==> src/rtl/ram_stream_port_if.sv <==
// Purpose: bundles the command, stream and RAM-pin signals of ram_stream_port.
// Latency: none; this is a pure signal bundle.
// Backpressure: carries s_valid/s_ready and m_valid/m_ready, which are handled by the port logic.
// Ports: master = the sequencer view (drives RAM pins, s_ready, m_data/m_valid, busy/done);
//        slave  = the environment view (command, s_data/s_valid, m_ready, ram_do).
interface ram_stream_port_if #(
   parameter int ADDR_BITS = 13,
   parameter int WIDTH     = 8
);
   logic                 start;
   logic                 wr;
   logic [ADDR_BITS-1:0] base;
   logic [ADDR_BITS:0]   len;
   logic                 busy;
   logic                 done;
   logic [WIDTH-1:0]     s_data;
   logic                 s_valid;
   logic                 s_ready;
   logic [WIDTH-1:0]     m_data;
   logic                 m_valid;
   logic                 m_ready;
   logic [ADDR_BITS-1:0] ram_addr;
   logic                 ram_we;
   logic [WIDTH-1:0]     ram_di;
   logic [WIDTH-1:0]     ram_do;

   modport master (
      input  start, wr, base, len, s_data, s_valid, m_ready, ram_do,
      output busy, done, s_ready, m_data, m_valid, ram_addr, ram_we, ram_di
   );

   modport slave (
      output start, wr, base, len, s_data, s_valid, m_ready, ram_do,
      input  busy, done, s_ready, m_data, m_valid, ram_addr, ram_we, ram_di
   );
endinterface

==> src/rtl/ram_stream_port.sv <==
// Purpose: turns a one-shot burst command into consecutive single-port RAM accesses, streaming bytes in/out.
// Latency: write beat lands in the cycle it is accepted; read data appears 2 cycles after start, then 1/cycle.
// Backpressure: s_valid low or m_ready low stalls the burst cycle-for-cycle with no loss or duplication.
// Ports: clk, rst_n (async active-low); io (master modport): start/wr/base/len command, busy/done status,
//        s_* write stream, m_* read stream, ram_addr/ram_we/ram_di/ram_do RAM pins.
module ram_stream_port #(
   parameter int ADDR_BITS = 13,
   parameter int WIDTH     = 8
) (
   input  logic               clk,
   input  logic               rst_n,
   ram_stream_port_if.master  io
);
   typedef enum logic [1:0] {IDLE, WR, RD_WAIT, RD_OUT} state_t;

   localparam logic [ADDR_BITS:0] CNT_ONE = (ADDR_BITS+1)'(1);

   state_t               state_q, state_d;
   logic [ADDR_BITS-1:0] ptr_q, ptr_d;
   logic [ADDR_BITS:0]   cnt_q, cnt_d;
   logic                 done_q, done_d;

   logic [ADDR_BITS-1:0] ptr_inc;
   logic                 s_fire;
   logic                 m_fire;
   logic                 last_beat;
   logic [WIDTH-1:0]     wr_byte;
   logic [WIDTH-1:0]     rd_byte;

   // Address arithmetic wraps modulo 2**ADDR_BITS by truncation.
   assign ptr_inc   = ptr_q + 1'b1;
   assign s_fire    = (state_q == WR) && io.s_valid;
   assign m_fire    = (state_q == RD_OUT) && io.m_ready;
   assign last_beat = (cnt_q == CNT_ONE);
   assign wr_byte   = io.s_data;
   assign rd_byte   = io.ram_do;

   assign io.s_ready = (state_q == WR);
   assign io.ram_we  = s_fire;
   assign io.ram_di  = wr_byte;
   assign io.m_valid = (state_q == RD_OUT);
   assign io.m_data  = rd_byte;
   assign io.busy    = (state_q != IDLE);
   assign io.done    = done_q;
   // On a read handshake the next address is presented early so the RAM's
   // registered read has the following byte ready next cycle (no bubble).
   // While stalled the address is held, keeping ram_do (and m_data) stable.
   assign io.ram_addr = m_fire ? ptr_inc : ptr_q;

   always_comb begin
      state_d = state_q;
      ptr_d   = ptr_q;
      cnt_d   = cnt_q;
      done_d  = 1'b0;
      case (state_q)
         IDLE: begin
            if (io.start) begin
               ptr_d = io.base;
               cnt_d = io.len;
               if (io.len == '0) begin
                  done_d = 1'b1;
               end else if (io.wr) begin
                  state_d = WR;
               end else begin
                  state_d = RD_WAIT;
               end
            end
         end
         WR: begin
            if (s_fire) begin
               ptr_d = ptr_inc;
               cnt_d = cnt_q - 1'b1;
               if (last_beat) begin
                  state_d = IDLE;
                  done_d  = 1'b1;
               end
            end
         end
         RD_WAIT: begin
            // One cycle for the RAM to register base before data is valid.
            state_d = RD_OUT;
         end
         RD_OUT: begin
            if (m_fire) begin
               ptr_d = ptr_inc;
               cnt_d = cnt_q - 1'b1;
               if (last_beat) begin
                  state_d = IDLE;
                  done_d  = 1'b1;
               end
            end
         end
         default: state_d = IDLE;
      endcase
   end

   always_ff @(posedge clk or negedge rst_n) begin
      if (!rst_n) begin
         state_q <= IDLE;
         ptr_q   <= '0;
         cnt_q   <= '0;
         done_q  <= 1'b0;
      end else begin
         state_q <= state_d;
         ptr_q   <= ptr_d;
         cnt_q   <= cnt_d;
         done_q  <= done_d;
      end
   end
endmodule

==> src/flat_wrapper.sv <==
// flat-port wrapper written by rule: the top's interface ports become plain ports
module ram_stream_port_flat 
#(
   parameter int ADDR_BITS = 13,
   parameter int WIDTH     = 8
)
  (clk, rst_n, io_start, io_wr, io_base, io_len, io_s_data, io_s_valid, io_m_ready, io_ram_do, io_busy, io_done, io_s_ready, io_m_data, io_m_valid, io_ram_addr, io_ram_we, io_ram_di);
  ram_stream_port_if #(.ADDR_BITS(ADDR_BITS), .WIDTH(WIDTH)) io_i ();
  input  logic clk;
  input  logic rst_n;
  input wire logic [$bits(io_i.start)-1:0] io_start;
  input wire logic [$bits(io_i.wr)-1:0] io_wr;
  input wire logic [$bits(io_i.base)-1:0] io_base;
  input wire logic [$bits(io_i.len)-1:0] io_len;
  input wire logic [$bits(io_i.s_data)-1:0] io_s_data;
  input wire logic [$bits(io_i.s_valid)-1:0] io_s_valid;
  input wire logic [$bits(io_i.m_ready)-1:0] io_m_ready;
  input wire logic [$bits(io_i.ram_do)-1:0] io_ram_do;
  output wire logic [$bits(io_i.busy)-1:0] io_busy;
  output wire logic [$bits(io_i.done)-1:0] io_done;
  output wire logic [$bits(io_i.s_ready)-1:0] io_s_ready;
  output wire logic [$bits(io_i.m_data)-1:0] io_m_data;
  output wire logic [$bits(io_i.m_valid)-1:0] io_m_valid;
  output wire logic [$bits(io_i.ram_addr)-1:0] io_ram_addr;
  output wire logic [$bits(io_i.ram_we)-1:0] io_ram_we;
  output wire logic [$bits(io_i.ram_di)-1:0] io_ram_di;
  assign io_i.start = io_start;
  assign io_i.wr = io_wr;
  assign io_i.base = io_base;
  assign io_i.len = io_len;
  assign io_i.s_data = io_s_data;
  assign io_i.s_valid = io_s_valid;
  assign io_i.m_ready = io_m_ready;
  assign io_i.ram_do = io_ram_do;
  assign io_busy = io_i.busy;
  assign io_done = io_i.done;
  assign io_s_ready = io_i.s_ready;
  assign io_m_data = io_i.m_data;
  assign io_m_valid = io_i.m_valid;
  assign io_ram_addr = io_i.ram_addr;
  assign io_ram_we = io_i.ram_we;
  assign io_ram_di = io_i.ram_di;
  ram_stream_port #(.ADDR_BITS(ADDR_BITS), .WIDTH(WIDTH)) u_core (.clk(clk), .rst_n(rst_n), .io(io_i));
endmodule
==> config.mk <==
export PLATFORM = sky130hd
export DESIGN_NAME = ram_stream_port_flat
export DESIGN_NICKNAME = d
export VERILOG_FILES = /design/src/rtl/ram_stream_port_if.sv /design/src/rtl/ram_stream_port.sv /design/src/flat_wrapper.sv
export SDC_FILE = /design/constraint.sdc
export NUM_CORES = 1
export LEC_CHECK = 0
export ABC_AREA = 1
export BUFFER_PORTS_ARGS = -buffer_cell sky130_fd_sc_hd__buf_2
export CAP_MARGIN = 0
export CORE_ASPECT_RATIO = 1.5
export CORE_MARGIN = 2
export CORE_UTILIZATION = 56
export CTS_CLUSTER_SIZE = 16
export DETAILED_ROUTE_END_ITERATION = 10
export PLACE_DENSITY = 0.86
export SYNTH_ARGS = -nofsm -noshare
export SYNTH_HDL_FRONTEND = slang
export SYNTH_SLANG_ARGS = --single-unit
==> constraint.sdc <==
create_clock -name clk -period 3.6 [get_ports clk]
set_clock_uncertainty 0.2 [all_clocks]
set_input_delay 0.72 -clock clk [delete_from_list [all_inputs] [get_ports clk]]
set_output_delay 0.72 -clock clk [all_outputs]
set_load 0.005 [all_outputs]
== Yosys cells after proc, flatten, opt, wreduce, memory -nomap -nowiden ==
Cells that the tools add are included.

* Reductions and logical operators: 9
* Equal/unequal tests: 8
* Mux-type cells: 21
* $add $sub $neg: 2

{| class="wikitable"
|+ Operators with widths
! cell !! count
|-
| $mux W14 || 3
|-
| $pmux W14 S3 || 1
|-
| $mux W13 || 3
|-
| $pmux W13 S3 || 1
|-
| $eq A14 B1 Y1 const B || 1
|-
| $logic_not A14 Y1 || 1
|-
| $sub A14 B1 Y14 const B || 1
|-
| $add A13 B1 Y13 const B || 1
|-
| $mux W2 || 6
|-
| $pmux W2 S4 || 1
|-
| $reduce_and A4 Y1 || 2
|-
| $mux W1 || 5
|-
| $eq A2 B2 Y1 const B || 2
|-
| $ne A2 B1 Y1 const B || 2
|-
| $ne A2 B2 Y1 const B || 2
|-
| $pmux W1 S3 || 1
|-
| $reduce_and A3 Y1 || 1
|-
| $reduce_bool A3 Y1 || 1
|-
| $eq A2 B1 Y1 const B || 1
|-
| $logic_and A1 B1 Y1 || 2
|-
| $logic_not A2 Y1 || 1
|-
| $reduce_bool A2 Y1 || 1
|}

* Output and inout bits: 34
* Flip-flop bits (word level): 30
* Bits of input ports: 49

== Logic depth before layout (Yosys ltp) ==
Gate-level depths: netlist of run 1.

* Word-level depth: 4
* Gate-level depth with buffers: 11
* Gate-level depth less buffers: 11

== Worst setup path before layout of run 1 ==
No wires, ideal clock.

* Path type: input to output
* From: input io_m_ready
* To: output io_ram_addr[10]
* Arrival: 1.226 ns
* Path slack: 1.454 ns
* Buffers on the path: 1
* Stages on the path: 5
* Required time: 2.680 ns
* Cells stage by stage: nand2_4 -> inv_2 -> buf_6 -> nand3_1 -> and2_1

* Longest elaborated chain between the ends: 2

{| class="wikitable"
|+ Ends and longest elaborated chain
! item !! RTL line !! RTL
|-
| start, declared || flat_wrapper.sv:17 || <nowiki>input wire logic [$bits(io_i.m_ready)-1:0] io_m_ready;</nowiki>
|-
| $logic_and A1 B1 Y1 || ram_stream_port.sv:33 || <nowiki>assign m_fire = (state_q == RD_OUT) && io.m_ready;</nowiki>
|-
| $mux W13 || - ||
|-
| end, declared || flat_wrapper.sv:24 || <nowiki>output wire logic [$bits(io_i.ram_addr)-1:0] io_ram_addr;</nowiki>
|}

No other way between the ends.

== Worst setup path after layout of run 1 ==
* From: register u_core.state_q[1]
* To: output io_ram_addr[2]

* Longest elaborated chain between the ends: 3

{| class="wikitable"
|+ Ends and longest elaborated chain
! item !! RTL line !! RTL
|-
| start, declared || ram_stream_port.sv:18 || <nowiki>state_t state_q, state_d;</nowiki>
|-
| start signal, assigned || ram_stream_port.sv:104 || <nowiki>state_q <= state_d;</nowiki>
|-
| $eq A2 B2 Y1 || ram_stream_port.sv:33 ||
|-
| $logic_and A1 B1 Y1 || ram_stream_port.sv:33 ||
|-
| $mux W13 || - ||
|}

No other way between the ends.

==> flow_summary.toml, run 1 <==
[global_route]
grt_max_degree = 31
grt_pass1_wl_mm = 10.5
grt_usage_pct = 25.5
grt_pass1_vias = 2602
grt_antenna_before_repair = 0
gr-total-overflow = 0

[layout]
syn2layout_area_growth_pct = 7.93
regArea_um2 = 751
final.fill_count = 430
final_nets = 485
drive_gt1_share_pct = 17.8
multi_input_area_um2 = 1470
antenna_cells = 0

[job]
maxCapViolCount = 0

[worst_setup_path]
r2r_setup_slack_ps = 1070
cp.arrival_ps = 1990
start_kind = "flip-flop"
reg2reg_from = "u_core.state_q[0]"
reg2reg_to = "u_core.cnt_q[6]"
end_kind = "primary output"
reg2reg_depth = 9
path_class = "flip-flop to primary output"
cp_max_fo = 24
required_ps = 2680

[route]
routed_via_density = 5.49
drtPass1Iterations = 5
drc = 0
post_drt_wl_per_cell_um = 12.6
antenna_left = 0
drt_first_iter_violations = 238
via_count = 2729
wl_mm = 6.28

[timing]
setup_viol = 0
relSlewSlack_pct = 53.3
finalHoldViolCount = 0
tns_ps = 0
tightest_slew_ps = 700
fin_ws_ps = 687
finalMaxSlewViolations = 0
rsz0062_at_grt = "false"
post-route-min-period_ps = 2910
period_share_pct = 80.9
clock.fmax_mhz = 343

[logic_synthesis]
synth_edf_count = 0
async_flop_share_pct = 100
avgSynthCellArea_um2 = 6.54
synthCells = 403
synth_area_um2 = 2640
yosysSeqAreaShare_pct = 28.5
yosysWarningCount = 0
synth_ff_type = "dfrtp_1"
synth_nets = 455
synth_cell_types = 38
postSynthRegisterBits = 30

[clock_tree]
postCtsSetupRepairBufs = 0
cts_made_buffers = 5
clock_latency_ps = 280
cts_hold_buf = 0
cts_buffer_depth = 2
cts.clk_slew.worst_paths_ps = 60
cts_tree = "built"
cts_sinks = 30
root_buffer = "clkbuf_8"
cts_resized = 0
htree_levels = 2

[pwr]
power.switching_uw = 1280
seq_power_share_pct = 27.2
p_sw_share_pct = 51.1
combPwrFrac_pct = 62.5
p_leak_uw = 0.00150
p_per_area_nw_per_um2 = 880
p_clk_share_pct = 10.2
p_int_uw = 1220
ir_drop_uv = 373

[hold_path]
hold_path_class = "input port to asynchronous set/reset pin"

[floorplan]
coreArea_um2 = 4540
row_count = 30
ios = 83
dieArea_um2 = 5280
die_h_um = 88.0
die-width_um = 60.0
initial_core_util_pct = 58.0

[placed_design]
place_ws_ps = 938
dp_hpwl_mm = 4.67
place.gp.congestion = 0.982
io_buffers = 50

[status]
outcome = "complete, no violations"
==> sequential cells by signal, summed over array words and instances (netlist names) <==
signal          count
u_core.cnt_q       14
u_core.ptr_q       13
u_core.state_q      2
u_core.io.done      1
==> synth_stat cells (4+ instances only) <==
cell / instances / area, um^2
a21boi_0: 4 / 30.0
a21boi_1: 7 / 52.6
a21oi_1: 19 / 95.1
a22oi_1: 4 / 30.0
buf_4: 17 / 128
buf_6: 5 / 56.3
clkbuf_1: 5 / 18.8
dfrtp_1: 30 / 751
inv_1: 50 / 188
nand2_1: 112 / 420
nand3_1: 34 / 170
nand4_1: 5 / 31.3
nor2_1: 34 / 128
nor2_2: 4 / 25.0
o211ai_1: 7 / 52.6
o21a_1: 5 / 37.5
o21ai_0: 16 / 80.1
o21ai_1: 9 / 45.0
xor2_1: 7 / 61.3
==> per-stage QoR <==
stage | std cells | util [%] | area [um^2] | hold WS (ps) | power (uW)
floorplan | 403 | - | 2640 | 224 | 1920
global placement | 490 | 61.0 | 2770 | 280 | 2210
detailed placement | 490 | 61.0 | 2770 | 310 | 2230
CTS | 497 | 62.6 | 2850 | 306 | 2500
global route | 497 | 62.6 | 2850 | 351 | 2770
finish | 497 | 62.6 | 2850 | 278 | 2500
==> area by class of cell <==
type,count,share of cell area (%)
multi-input cells,290,51.6
flip-flops and latches,30,26.4
repair buffers,52,9.32
inverters,54,7.21
well taps,64,2.81
clock buffers,7,2.68
==> critical path, cell delays in order, from the launching register on <==
cell and delay, ps:
dfrtp_1 460, nand2_1 120, inv_2 250, nand2_4 130
inv_2 330, o21ai_0 160, o21a_1 140, buf_2 120
==> cells in the final DEF (no fill, tap or decap), types with 2 or more instances in the layout <==
master      n
a21boi_0    4
a21boi_1    7
a21oi_1    19
a21oi_2     3
a22oi_1     4
buf_2      50
buf_4       2
clkbuf_1    2
clkbuf_8    5
dfrtp_1    30
ha_1        3
inv_1      50
inv_2       3
nand2_1   112
nand3_1    34
nand4_1     5
nor2_1     34
nor2_2      4
nor2_4      2
nor3_1      2
nor4_1      2
o211ai_1    7
o21a_1      5
o21ai_0    16
o21ai_1     9
xor2_1      7
==> routing by layer <==
metal,vias up,wire length [um],GRT usage [%],part of all wire [%]
met5,-,0,0,0
met4,0,99,11.9,1.6
met3,13,419,5.17,6.7
met2,131,3250,45.8,52
met1,1239,2510,27.7,40
li1,1346,-,-,-
==> kinds of logic after synthesis <==
group | synth area share (%)
buf+inv | 15.9
xor+xnor | 2.33
fa+ha+maj | 1.42
flops | 28.5
compound gates | 17.9
simple gates | 34.0
==> how the worst max path moves through the flow <==
stage | cells after the start | startpoint | slack [ps] | to
6_report | 7 | u_core.state_q[1] | 690 | io_ram_addr[2]
2_1_floorplan | 5 | io_m_ready | 1450 | io_ram_addr[10]
5_1_grt | 7 | u_core.state_q[1] | 570 | io_ram_addr[10]
4_1_cts | 7 | u_core.state_q[1] | 700 | io_ram_addr[2]
3_3_place_gp | 6 | io_m_ready | 960 | io_ram_addr[2]
3_5_place_dp | 6 | io_m_ready | 940 | io_ram_addr[2]
==> power groups by stage <==
stage	Combinational (uW)	Clock (uW)	Sequential (uW)
detailed placement	1550	0	684
finish	1570	257	682
global route	1790	280	702
CTS	1560	261	679
floorplan	1280	0	638
global placement	1530	0	679
(Power assumes the default switching activity.)
==> run 2, diff against run 1 <==
--- a/config.mk
+++ b/config.mk
@@ -10,10 +10,10 @@
 export CAP_MARGIN = 0
 export CORE_ASPECT_RATIO = 1.5
 export CORE_MARGIN = 2
-export CORE_UTILIZATION = 56
+export CORE_UTILIZATION = 52
 export CTS_CLUSTER_SIZE = 16
 export DETAILED_ROUTE_END_ITERATION = 10
-export PLACE_DENSITY = 0.86
+export PLACE_DENSITY = 0.8
 export SYNTH_ARGS = -nofsm -noshare
 export SYNTH_HDL_FRONTEND = slang
 export SYNTH_SLANG_ARGS = --single-unit
==> constraint.sdc (replaced) <==
create_clock -name clk -period 2.85 [get_ports clk]
set_clock_uncertainty 0.2 [all_clocks]
set_input_delay 0.57 -clock clk [delete_from_list [all_inputs] [get_ports clk]]
set_output_delay 0.57 -clock clk [all_outputs]
set_load 0.005 [all_outputs]
==> flow_summary.toml, run 2 (synthesis results as in run 1) <==
[floorplan]
die_h_um = 91.2
row_count = 31
initial_core_util_pct = 54.4
dieArea_um2 = 5670
die-width_um = 62.1
coreArea_um2 = 4850
ios = 83

[worst_setup_path]
start_kind = "flip-flop"
path_class = "flip-flop to primary output"
end_kind = "primary output"
cp_max_fo = 8
reg2reg_from = "u_core.state_q[0]"
setup.worst_path.start = "u_core.ptr_q[0]"
cp.arrival_ps = 1790
required_ps = 2080

[clock_tree]
cts_resized = 0
root_buffer = "clkbuf_8"
clock_latency_ps = 280
cts_sinks = 30
cts_tree = "built"
htree_levels = 2
postCtsSetupRepairBufs = 0
cts_hold_buf = 0
cts.clk_slew.worst_paths_ps = 60
cts_buffer_depth = 2
cts_made_buffers = 5

[pwr]
p_per_area_nw_per_um2 = 1120
p_leak_uw = 0.00150
ir_drop_uv = 503

[route]
drtPass1Iterations = 4
routed_via_density = 5.39
antenna_left = 0
via_count = 2693
post_drt_wl_per_cell_um = 13.1
drc = 0
drt_first_iter_violations = 140
wl_mm = 6.53

[timing]
hold_ws_ps = 137
period_share_pct = 89.8
finalHoldViolCount = 0
clock.fmax_mhz = 391
finalMaxSlewViolations = 0
tightest_slew_ps = 716
fin_ws_ps = 291
rsz0062_at_grt = "false"
setup_viol = 0
post-route-min-period_ps = 2560
relSlewSlack_pct = 52.3
tns_ps = 0

[global_route]
grt_pass1_wl_mm = 11.4
grt_antenna_before_repair = 0
grt_pass1_vias = 2765
grt_usage_pct = 24.5
grt_max_degree = 31
gr-total-overflow = 0

[placed_design]
dp_hpwl_mm = 4.85
io_buffers = 50
place_ws_ps = 499
place.gp.congestion = 0.992

[layout]
top_register = "u_core.cnt_q"
final_common_cell = "nand2_1"
drive_gt1_share_pct = 18.0
syn2layout_area_growth_pct = 8.31
final_nets = 486
largest_register_ffs = 14
final_cell_mix = "nand2_1 (112), inv_1 (50), buf_2 (50)"
largest_registers = "u_core.cnt_q (14), u_core.ptr_q (13), u_core.state_q (2)"
antenna_cells = 0

[job]
maxCapViolCount = 0

[hold_path]
hold_path_class = "input port to asynchronous set/reset pin"

[status]
outcome = "complete, no violations"
[run 2: cell types whose count changed in the layout (fill, tap and decap cells not counted)]
cell,before,now
buf_4,2,3
[run 2: path summary, 6_finish.rpt]
check,end,slack [ps],cells past startpoint
setup / recovery,io_ram_addr[12],290,8
hold / removal,u_core.ptr_q[6],140,1
setup reg to reg,u_core.cnt_q[8],530,7
hold reg to reg,u_core.cnt_q[12],320,2
max in group asynchronous,u_core.state_q[0],1850,1
min in group clk,u_core.cnt_q[12],320,2
[run 2: final cells by class]
| cell class | instances | area, um^2 |
|---|---|---|
| clock buffer | 7 | 76.3 |
| fill | 481 | 1990 |
| inverter | 54 | 205 |
| multi-input combinational | 290 | 1470 |
| sequential | 30 | 751 |
| tap | 66 | 82.6 |
| timing repair buffer | 53 | 273 |
[run 2: through the flow]
| stage | total power [uW] | instance area, um^2 | cells | util, % |
|---|---|---|---|---|
| after global placement | 2810 | 2780 | 493 | 57.3 |
| after CTS | 3200 | 2860 | 500 | 58.9 |
| after global routing | 3540 | 2860 | 500 | 58.9 |
| final | 3200 | 2860 | 500 | 58.9 |
| after floorplan | 2420 | 2640 | 403 | - |
| after detailed placement | 2850 | 2780 | 493 | 57.3 |
[run 2: power by group]
part | switching (uW) | internal, uW
Clock | 163 | 168
Combinational | 1270 | 737
Sequential | 214 | 649
[run 2: critical path: stages (launching register included)]
cell	delay [ps]
dfrtp_1	390
ha_1	190
nand2_1	110
nor2_4	220
nand3_1	110
nand2_1	100
nand2_1	70
a21boi_0	160
buf_2	140
[run 2: per-layer routing]
| layer | track usage (%) | up-vias | share of wire (%) | wire (um) |
|---|---|---|---|---|
| met5 | 0 | - | 0 | 0 |
| met4 | 12.8 | 0 | 2.5 | 164 |
| met3 | 5.08 | 17 | 5.9 | 387 |
| met2 | 45.7 | 89 | 52 | 3380 |
| met1 | 25.5 | 1245 | 40 | 2600 |
| li1 | - | 1342 | - | - |
==> run 3, diff against run 2 <==
--- a/config.mk
+++ b/config.mk
@@ -5,12 +5,11 @@
 export SDC_FILE = /design/constraint.sdc
 export NUM_CORES = 1
 export LEC_CHECK = 0
-export ABC_AREA = 1
 export BUFFER_PORTS_ARGS = -buffer_cell sky130_fd_sc_hd__buf_2
 export CAP_MARGIN = 0
 export CORE_ASPECT_RATIO = 1.5
 export CORE_MARGIN = 2
-export CORE_UTILIZATION = 52
+export CORE_UTILIZATION = 51
 export CTS_CLUSTER_SIZE = 16
 export DETAILED_ROUTE_END_ITERATION = 10
 export PLACE_DENSITY = 0.8
==> flow_summary.toml, run 3 <==
[timing]
clock.fmax_mhz = 366
tns_ps = 0
post-route-min-period_ps = 2740
finalHoldViolCount = 0
period_share_pct = 96.0
relSlewSlack_pct = 50.8
setup_viol = 0
finalMaxSlewViolations = 0
hold_ws_ps = 133
tightest_slew_ps = 737

[logic_synthesis]
avgSynthCellArea_um2 = 8.11
synth_edf_count = 0
yosysWarningCount = 0
synth_most_common_cell = "nand2_1"
yosysSeqAreaShare_pct = 31.3
synth_nets = 348
synthCells = 296
synth_common_cells = "nand2_1 (31), dfrtp_1 (30), o21ai_0 (27)"
synth_ff_type = "dfrtp_1"
synth_cell_types = 53
synth_top_area_cell = "dfrtp_1"
synth_area_um2 = 2400
synth.top_cell.area_share_pct = 31.3
postSynthRegisterBits = 30
async_flop_share_pct = 100
yosys-top-cells-area = "dfrtp_1 (31%), o21ai_0 (5.6%), a21oi_1 (5.0%), buf_4 (5.0%), nand2_1 (4.8%)"

[route]
antenna_left = 0
drc = 0
via_count = 2360
drtPass1Iterations = 4
wl_mm = 6.71
drt_first_iter_violations = 152
routed_via_density = 5.99
post_drt_wl_per_cell_um = 17.0

[clock_tree]
cts.clk_slew.worst_paths_ps = 70
cts_buffer_depth = 2
root_buffer = "clkbuf_8"
cts_hold_buf = 0
cts_tree = "built"
clock_latency_ps = 290
cts_sinks = 30
cts_made_buffers = 5
htree_levels = 2

[worst_setup_path]
crit_family = "simple AND/OR/NAND/NOR gates"
slowest_stage = "dfrtp_1"
required_ps = 2080
reg2reg_from = "u_core.ptr_q[0]"
start_kind = "flip-flop"
reg2reg_depth = 7
cp_slowest_stage_delay_ps = 530
cp.arrival_ps = 1970
r2r_setup_slack_ps = 580
end_kind = "primary output"
path_class = "flip-flop to primary output"
crit_chain = "nand4_1 -> nor2_2 -> buf_4 -> nand2_1 -> xnor2_1 -> buf_2"
reg2reg_to = "u_core.ptr_q[10]"
cp_max_fo = 10
crit_buf_inv = 2

[layout]
final_cell_mix = "buf_2 (50), nand2_1 (31), dfrtp_1 (28)"
fin_cells = 394
syn2layout_area_growth_pct = 12.8
antenna_cells = 0
drive_gt1_share_pct = 27.9
top_register = "u_core.cnt_q"
largest_register_ffs = 14
final_nets = 381
largest_registers = "u_core.cnt_q (14), u_core.ptr_q (13), u_core.state_q (2)"
final_common_cell = "buf_2"

[floorplan]
initial_core_util_pct = 52.8
coreArea_um2 = 4540
dieArea_um2 = 5280
die_h_um = 88.0
ios = 83
die-width_um = 60.0
row_count = 30

[hold_path]
hold_path_class = "input port to asynchronous set/reset pin"

[pwr]
p_per_area_nw_per_um2 = 873
ir_drop_uv = 423
p_leak_uw = 0.00112

[global_route]
grt_pass1_wl_mm = 10.7
gr-total-overflow = 0
grt_antenna_before_repair = 0
grt_usage_pct = 27.0
grt_pass1_vias = 2260
grt_max_degree = 31

[status]
outcome = "complete, no violations"

[placed_design]
place.gp.congestion = 0.950
io_buffers = 50
dp_hpwl_mm = 5.01
dp_cells = 385

[job]
maxCapViolCount = 0
-- run 3: worst max-delay path by stage --
| stage | from | endpoint | slack [ps] | cells after the start |
|---|---|---|---|---|
| floorplan | u_core.ptr_q[0] | io_ram_addr[10] | 510 | 6 |
| finish | u_core.ptr_q[2] | io_ram_addr[5] | 110 | 6 |
| detailed placement | u_core.ptr_q[0] | io_ram_addr[10] | 300 | 7 |
| CTS | u_core.ptr_q[0] | io_ram_addr[10] | 20 | 7 |
| global placement | u_core.ptr_q[0] | io_ram_addr[10] | 360 | 7 |
| global route | u_core.ptr_q[0] | io_ram_addr[10] | -3 | 7 |
-- run 3: routing by layer --
metal | global-route usage (%) | wire length (um) | part of all wire (%) | vias up
li1 | - | - | - | 1133
met1 | 31.4 | 2680 | 40 | 1117
met2 | 48.0 | 3490 | 52 | 92
met3 | 3.40 | 310 | 4.6 | 18
met4 | 12.1 | 223 | 3.3 | 0
met5 | 0 | 0 | 0 | -
-- run 3: cell families after synthesis --
group                    Yosys count  share of synthesized area [%]
AO/OA/AOI/OAI                     89                           23.0
XOR/XNOR                          16                           5.84
adder cells (fa/ha/maj)            3                           1.56
buffers and inverters             45                           10.4
flip-flops                        30                           31.3
multiplexers                       7                           2.97
AND/OR/NAND/NOR                  106                           24.9
-- run 3: final cells by class --
cell class                      instances  area (um^2)
Multi-Input combinational cell        221         1400
Timing Repair Buffer                   62          340
Clock buffer                            6         82.6
Clock inverter                          2         12.5
Fill cell                             457         1840
Inverter                                9         33.8
Tap cell                               64         80.1
Sequential cell                        30          753
-- run 3: what timing repair did --
item                       in CTS  in global routing
setup endpoints to repair       1                  2
pin swaps                       0                  1
gates resized for setup         1                  3
buffers inserted                0                  1
-- run 3: power by group --
part / internal (uW) / switching, uW / total (uW)
combinational: 519 / 609 / 1130
sequential: 586 / 283 / 869
clock: 194 / 173 / 366
-- run 3: through the flow --
step                setup WS (ps)  instance area (um^2)  power, uW  util (%)
CTS                          20.8                  2690       2350      59.3
detailed placement            299                  2600       1980      57.2
finish                        114                  2710       2360      59.6
global route                -3.42                  2710       2560      59.6
floorplan                     506                  2400       1610         -
global placement              356                  2600       1940      57.2
